File: config.mk
export PLATFORM = sky130hd
export DESIGN_NAME = mopshub_cs_sequencer
export DESIGN_NICKNAME = d
export VERILOG_FILES = /design/src/rtl/mopshub_cs_sequencer.sv
export SDC_FILE = /design/constraint.sdc
export NUM_CORES = 1
export LEC_CHECK = 0
export ABC_AREA = 0
export CORE_MARGIN = 5
export CORE_UTILIZATION = 55
export DETAILED_ROUTE_END_ITERATION = 8
export GPL_TIMING_DRIVEN = 0
export PLACE_DENSITY_LB_ADDON = 0.12
export SKIP_CTS_REPAIR_TIMING = 1
export SLEW_MARGIN = 20
export SYNTH_ARGS = -nofsm -noshare
export SYNTH_HDL_FRONTEND = slang
export SYNTH_SLANG_ARGS = --single-unit
File: constraint.sdc
create_clock -name clk -period 3.5 [get_ports clk]
set_clock_uncertainty 0.05 [all_clocks]
set_input_delay 0.7 -clock clk [delete_from_list [all_inputs] [get_ports clk]]
set_output_delay 0.7 -clock clk [all_outputs]
set_load 0.02 [all_outputs]
File: src/rtl/mopshub_cs_sequencer.sv
// mopshub_cs_sequencer: round-robin / single-bus chip-select sequencer with SPI start/done handshake
module mopshub_cs_sequencer #(
  parameter int N_BUS = 16,
  parameter int SEL_W = 5,
  parameter int SETUP_CYC = 2,
  parameter int HOLD_CYC = 2,
  parameter int TIMEOUT_CYC = 4096
) (
  input  logic             clk,
  input  logic             rst,
  input  logic [N_BUS-1:0] bus_en,
  input  logic             scan_start,
  input  logic             single_req,
  input  logic [SEL_W-1:0] single_sel,
  input  logic             spi_done,
  output logic             spi_start,
  output logic [N_BUS-1:0] cs_n,
  output logic [SEL_W-1:0] bus_cnt,
  output logic             busy,
  output logic             scan_done,
  output logic             timeout_err,
  output logic [SEL_W-1:0] err_bus
);
  localparam logic [2:0] IDLE = 3'd0, SETUP = 3'd1, START = 3'd2, WAIT = 3'd3, HOLD = 3'd4;
  localparam int MAX_SH = SETUP_CYC > HOLD_CYC ? SETUP_CYC : HOLD_CYC;
  localparam int MAX_C = TIMEOUT_CYC > MAX_SH ? TIMEOUT_CYC : MAX_SH;
  localparam int CNT_W = $clog2(MAX_C) > 0 ? $clog2(MAX_C) : 1;
  logic [2:0] state;
  logic [CNT_W-1:0] cnt;
  logic [N_BUS-1:0] mask, upper;
  logic single;
  function automatic logic [SEL_W-1:0] lowest(input logic [N_BUS-1:0] m);
    lowest = '0;
    for (int i = N_BUS - 1; i >= 0; i--) if (m[i]) lowest = SEL_W'(i);
  endfunction
  function automatic logic [N_BUS-1:0] sel_cs(input logic [SEL_W-1:0] b);
    return ~(N_BUS'(1) << b);
  endfunction
  // latched mask with bits at and below the current bus cleared; no wrap-around
  assign upper = mask & ~((N_BUS'(2) << bus_cnt) - N_BUS'(1));
  assign busy = state != IDLE;
  always_ff @(posedge clk) begin
    if (rst) begin
      state <= IDLE;
      cnt <= '0;
      mask <= '0;
      single <= 1'b0;
      cs_n <= '1;
      bus_cnt <= '0;
      err_bus <= '0;
      spi_start <= 1'b0;
      scan_done <= 1'b0;
      timeout_err <= 1'b0;
    end else begin
      spi_start <= 1'b0;
      scan_done <= 1'b0;
      timeout_err <= 1'b0;
      case (state)
        IDLE: begin
          cnt <= '0;
          if (single_req) begin
            if (int'(single_sel) >= N_BUS) begin
              timeout_err <= 1'b1;
              err_bus <= single_sel;
            end else begin
              single <= 1'b1;
              bus_cnt <= single_sel;
              cs_n <= sel_cs(single_sel);
              state <= SETUP;
            end
          end else if (scan_start) begin
            single <= 1'b0;
            mask <= bus_en;
            if (bus_en == '0) scan_done <= 1'b1;
            else begin
              bus_cnt <= lowest(bus_en);
              cs_n <= sel_cs(lowest(bus_en));
              state <= SETUP;
            end
          end
        end
        SETUP: begin
          cnt <= cnt + 1'b1;
          if (cnt == CNT_W'(SETUP_CYC - 1)) begin
            spi_start <= 1'b1;
            state <= START;
          end
        end
        START: begin
          cnt <= '0;
          state <= WAIT;
        end
        WAIT: begin
          cnt <= cnt + 1'b1;
          if (spi_done || cnt == CNT_W'(TIMEOUT_CYC - 1)) begin
            timeout_err <= !spi_done;
            if (!spi_done) err_bus <= bus_cnt;
            cs_n <= '1;
            cnt <= '0;
            state <= HOLD;
          end
        end
        HOLD: begin
          cnt <= cnt + 1'b1;
          if (cnt == CNT_W'(HOLD_CYC - 1)) begin
            cnt <= '0;
            if (!single && upper != '0) begin
              bus_cnt <= lowest(upper);
              cs_n <= sel_cs(lowest(upper));
              state <= SETUP;
            end else begin
              scan_done <= !single;
              state <= IDLE;
            end
          end
        end
        default: state <= IDLE;
      endcase
    end
  end
endmodule
## Word level (Yosys, flattened, before mapping)

Cells that the tools add are included.

- Output and inout port bits: 30
- Word-level logic and storage cells: 145
- Flip-flop bits (word level): 61

- Equal/unequal tests: 17
- Shift operators: 4
- Order comparisons: 1
- Reductions and logical operators: 21
- Add/sub/neg operators: 2
- Mux-type cells: 83
- Bitwise gates (word level): 7

Operators by type and width:

| kind | number |
|---|---|
| 2-to-1 mux 5 bit | 45 |
| 2-to-1 mux 16 bit | 7 |
| NOT 16 bit | 4 |
| one-hot mux 12 bit (4 select lines) | 1 |
| one-hot mux 16 bit (3 select lines) | 1 |
| left shift 1 x 5 -> 16 bit, first input constant | 3 |
| 2-to-1 mux 12 bit | 2 |
| 2-to-1 mux 3 bit | 7 |
| one-hot mux 5 bit (2 select lines) | 2 |
| bitwise AND 16 bit | 1 |
| logical NOT 16 bit | 1 |
| != test 2 bit, second input constant | 8 |
| nonzero test 16 bit | 1 |
| left shift 2 x 5 -> 16 bit, first input constant | 1 |
| subtractor 16 x 1 -> 16 bit, second input constant | 1 |
| one-hot mux 3 bit (5 select lines) | 1 |
| 2-to-1 mux 1 bit | 13 |
| adder 12 x 1 -> 12 bit, second input constant | 1 |
| == test 12 x 1 -> 1 bit, second input constant | 1 |
| == test 12 bit, second input constant | 1 |
| AND reduction 6 bit | 2 |
| != test 3 bit, second input constant | 3 |
| 2-to-1 mux 4 bit | 2 |
| AND reduction 7 bit | 1 |
| other kinds (16) | 25 |

## Longest topological paths before layout

- Depth in word-level cells: 29
- Mapped depth: 15

## Worst setup path after synthesis

OpenSTA, ideal clock, no wires.

- Kind: reg-to-reg
- From: reg bus_cnt[3]
- To: reg cs_n[2]
- Stages on the path, launching flop included: 13
- Required time: 3.331 ns
- Buffers on the path: 1
- Arrival: 3.086 ns
- Path slack: 0.245 ns
- Library setup time: 0.119 ns
- Cell sequence: dfxtp_1 > buf_6 > nor2_1 > nand3b_1 > ha_1 > or4b_1 > o21a_1 > and3_1 > a211o_1 > o21a_1 > or3_4 > o32ai_2 > o21ai_1

- Word-level cells in the longest chain between the ends: 29
- Elaborated cells between the ends (all ways): 33
- Those cells by class: 1 x add/sub; 1 x eq/ne; 2 x shift; 23 x mux; 3 x bitwise; 3 x reduce/logical

Ends and longest elaborated chain:

| element | RTL line | RTL |
|---|---|---|
| start, declared | 18 | `output logic [SEL_W-1:0] bus_cnt,` |
| start signal, assigned | 67 | `bus_cnt <= single_sel;` |
| start signal, assigned | 76 | `bus_cnt <= lowest(bus_en);` |
| start signal, assigned | 108 | `bus_cnt <= lowest(upper);` |
| left shift 2 x 5 -> 16 bit * | 40 | `assign upper = mask & ~((N_BUS'(2) << bus_cnt) - N_BUS'(1));` |
| subtractor 16 x 1 -> 16 bit * | 40 |  |
| NOT 16 bit * | 40 |  |
| bitwise AND 16 bit * | 40 |  |
| 2-to-1 mux 4 bit | 34 | `for (int i = N_BUS - 1; i >= 0; i--) if (m[i]) lowest = SEL_W'(i);` |
| 2-to-1 mux 5 bit (15 in series) | 34 |  |
| 2-to-1 mux 5 bit (2 in series) | -- |  |
| 2-to-1 mux 5 bit | 58 | `case (state)` |
| 2-to-1 mux 5 bit | 43 | `if (rst) begin` |
| left shift 1 x 5 -> 16 bit | 37 | `return ~(N_BUS'(1) << b);` |
| NOT 16 bit | 37 |  |
| 2-to-1 mux 16 bit | 107 | `if (!single && upper != '0) begin` |
| 2-to-1 mux 16 bit | 105 | `if (cnt == CNT_W'(HOLD_CYC - 1)) begin` |
| one-hot mux 16 bit (3 select lines) | 58 |  |
| end signal, assigned | 68 | `cs_n <= sel_cs(single_sel);` |
| end signal, assigned | 77 | `cs_n <= sel_cs(lowest(bus_en));` |
| end signal, assigned | 109 | `cs_n <= sel_cs(lowest(upper));` |
| end, declared | 17 | `output logic [N_BUS-1:0] cs_n,` |

Mark *: on every way between the ends. The rest lies on a longest branch, timed or not. The select of a mux whose other input is x is not followed.
A chain may end at the register's enable or synchronous reset.

## Worst setup path in the final report

- From: reg bus_cnt[2]
- To: reg cs_n[2]

The elaborated chain is that of the path after synthesis.

==> metrics.cfg <==
[routing]
ant_nets = 0
num_vias = 4439
wl_mm = 12.2
drt_iter0_drc = 432
wire_per_inst_um = 17.3
drcViolationCount = 0
via_per_inst = 6.29
first_pass_iters = 5

[worst_hold_path]
holdPathStages = 2
worstHoldPathType = register to register

[grt]
grt_pass1_vias = 3957
grt_max_degree = 11
grt_antenna_before_repair = 0
grt_usage = 0.272
grt_pass1_wl_mm = 19.3
gr-total-overflow = 0

[floorplanning]
rows = 31
initial_core_util = 0.557
fp.dieH_um = 95.2
coreArea_um2 = 7180
io_pins = 56
die_w_um = 95.2
dieArea_um2 = 9070

[power_and_ir_drop]
finalPower_mw = 2.22
power_leakage_nw = 1.81
power.density_nw_per_um2 = 447
ir_worst_vdd_mv = 0.263

[timing]
whs_ns = 0.413
final_max_slew_viol_count = 0
slew_headroom = 0.464
hold_violations = 0
min_period_ns = 3.36
setup_viol_count_final = 0
max_freq_ghz = 0.298
period_share = 0.960
tightest_slew_ns = 0.800

[logic_synthesis]
yosysSeqAreaShare = 0.301
synthFlopType = dfxtp_1
synthArstFlopShare = 0
synth_top_area_frac = 0.301
synth_fp_nets = 562
synth_area_um2 = 4000
post-synth-top-area-cell = dfxtp_1
yosysWarnings = 0
synth_edf_count = 0
synthTopCellsByArea = dfxtp_1 (30%), nor2_1 (6.8%), a21oi_1 (5.3%), nand2_1 (5.3%), o21ai_0 (4.1%)
syn_avg_cell_area_um2 = 7.50
synth_cell_types = 82
syn_inst = 533
ys_ff_latch = 60

[placed_design]
hpwl_mm = 9.14
gp_congestion = 0.963
io_buffers = 53
place_area_um2 = 4650

[layout]
ff_latch_area_um2 = 1200
multi_input_area_um2 = 2690
drive_above_1_share = 0.105
fill_cells = 624
antennaDiodeCount = 0
postLayoutCellArea_um2 = 4960
final_util = 0.692
area_delta_synth_final_pct = 24.2
most-common-layout-cells = nor2_1 (70), dfxtp_1 (59), nand2_1 (56)
nNetsFinal = 631
mostFrequentLayoutCell = nor2_1

[clock_tree]
clk_pin_slew_ns = 0.07
clock_latency_ns = 0.34
clock-root-buffer = clkbuf_8
cts_tree = done
h-tree-depth = 3
cts_buffers = 9
cts_buffer_depth = 2
clock_sinks = 60

[critical_path]
crit_fanout = 10
cp_data_required_time_ns = 3.68
r2r_cells = 14
arrival_ns = 3.54
worstSetupPathType = register to register
end_kind = register
start_kind = register

[flow_run]
maxCapViolations = 0

[run_status]
status = completed

==> critical path, stage by stage, from the launching register on <==
cell and delay [ns]:
dfxtp_1 0.33, buf_2 0.24, nor2_4 0.07, nand3_1 0.11, ha_2 0.22, clkbuf_4 0.21
inv_1 0.12, a311oi_4 0.36, buf_4 0.18, nor3_1 0.06, or3_1 0.34, o21a_1 0.18
or3_4 0.40, o32ai_2 0.29, o21ai_1 0.08
==> final timing paths <==
kind / from / endpoint / slack [ns]
setup reg to reg: bus_cnt[2] / cs_n[2] / 0.14
hold / removal: cs_n[4] / cs_n[4] / 0.41
hold reg to reg: cs_n[4] / cs_n[4] / 0.41
setup / recovery: bus_cnt[2] / cs_n[2] / 0.14
==> registers in the layout, indices dropped and copies added (netlist names) <==
name / cells
bus_cnt: 5
mask: 15
cnt: 12
cs_n: 16
err_bus: 5
single: 1
state: 3
spi_start: 1
scan_done: 1
timeout_err: 1
==> power by group <==
group          switching [mW]  total, mW  internal, mW
Clock                   0.281      0.607         0.326
Combinational           0.488      0.841         0.353
Sequential             0.0362      0.769         0.733
==> kinds of logic (layout without fill, tap and decap cells) <==
kind of cell	count (synthesis)	count (layout)	synth area share
adders and majority gates	3	3	0.00940
AOI/OAI and AO/OA	160	160	0.276
DFF	60	60	0.301
and+or+nand+nor	245	245	0.309
muxes	16	16	0.0404
buffers and inverters	41	115	0.0467
xor gates and xnor gates	8	8	0.0175
==> routing by layer <==
metal | up-vias | track usage | share of wire
met5 | - | 0 | 0
met4 | 0 | 0.0829 | 0.021
met3 | 36 | 0.0537 | 0.076
met2 | 241 | 0.433 | 0.45
met1 | 2065 | 0.372 | 0.45
li1 | 2097 | - | -
==> through the flow <==
stage	instances	setup TNS [ns]	setup WS (ns)
2_1_floorplan	533	0	0.245
3_3_place_gp	685	-4.10	-0.529
3_5_place_dp	685	-2.11	-0.185
4_1_cts	701	-2.29	-0.189
5_1_grt	706	-0.0223	-0.0223
6_report	706	0	0.140
==> cell type report <==
| type | instances | share of cell area |
|---|---|---|
| well taps | 99 | 0.0250 |
| plain buffers | 29 | 0.0295 |
| inverters | 12 | 0.00908 |
| clock inverters | 5 | 0.0106 |
| flip-flops and latches | 60 | 0.242 |
| repair buffers | 58 | 0.114 |
| multi-input cells | 432 | 0.543 |
| clock buffers | 11 | 0.0265 |
==> cells in the mapped netlist, types with 8 or more instances <==
cell type / number
buf_2: 11
dfxtp_1: 60
nor2_1: 72
nand3_1: 20
nand2b_1: 16
o21ai_0: 33
nor3_1: 18
nand2_1: 56
or3_1: 8
inv_1: 12
mux2i_1: 15
a21oi_1: 42
clkbuf_1: 15
Note: power is estimated with default switching activity, not from simulation.
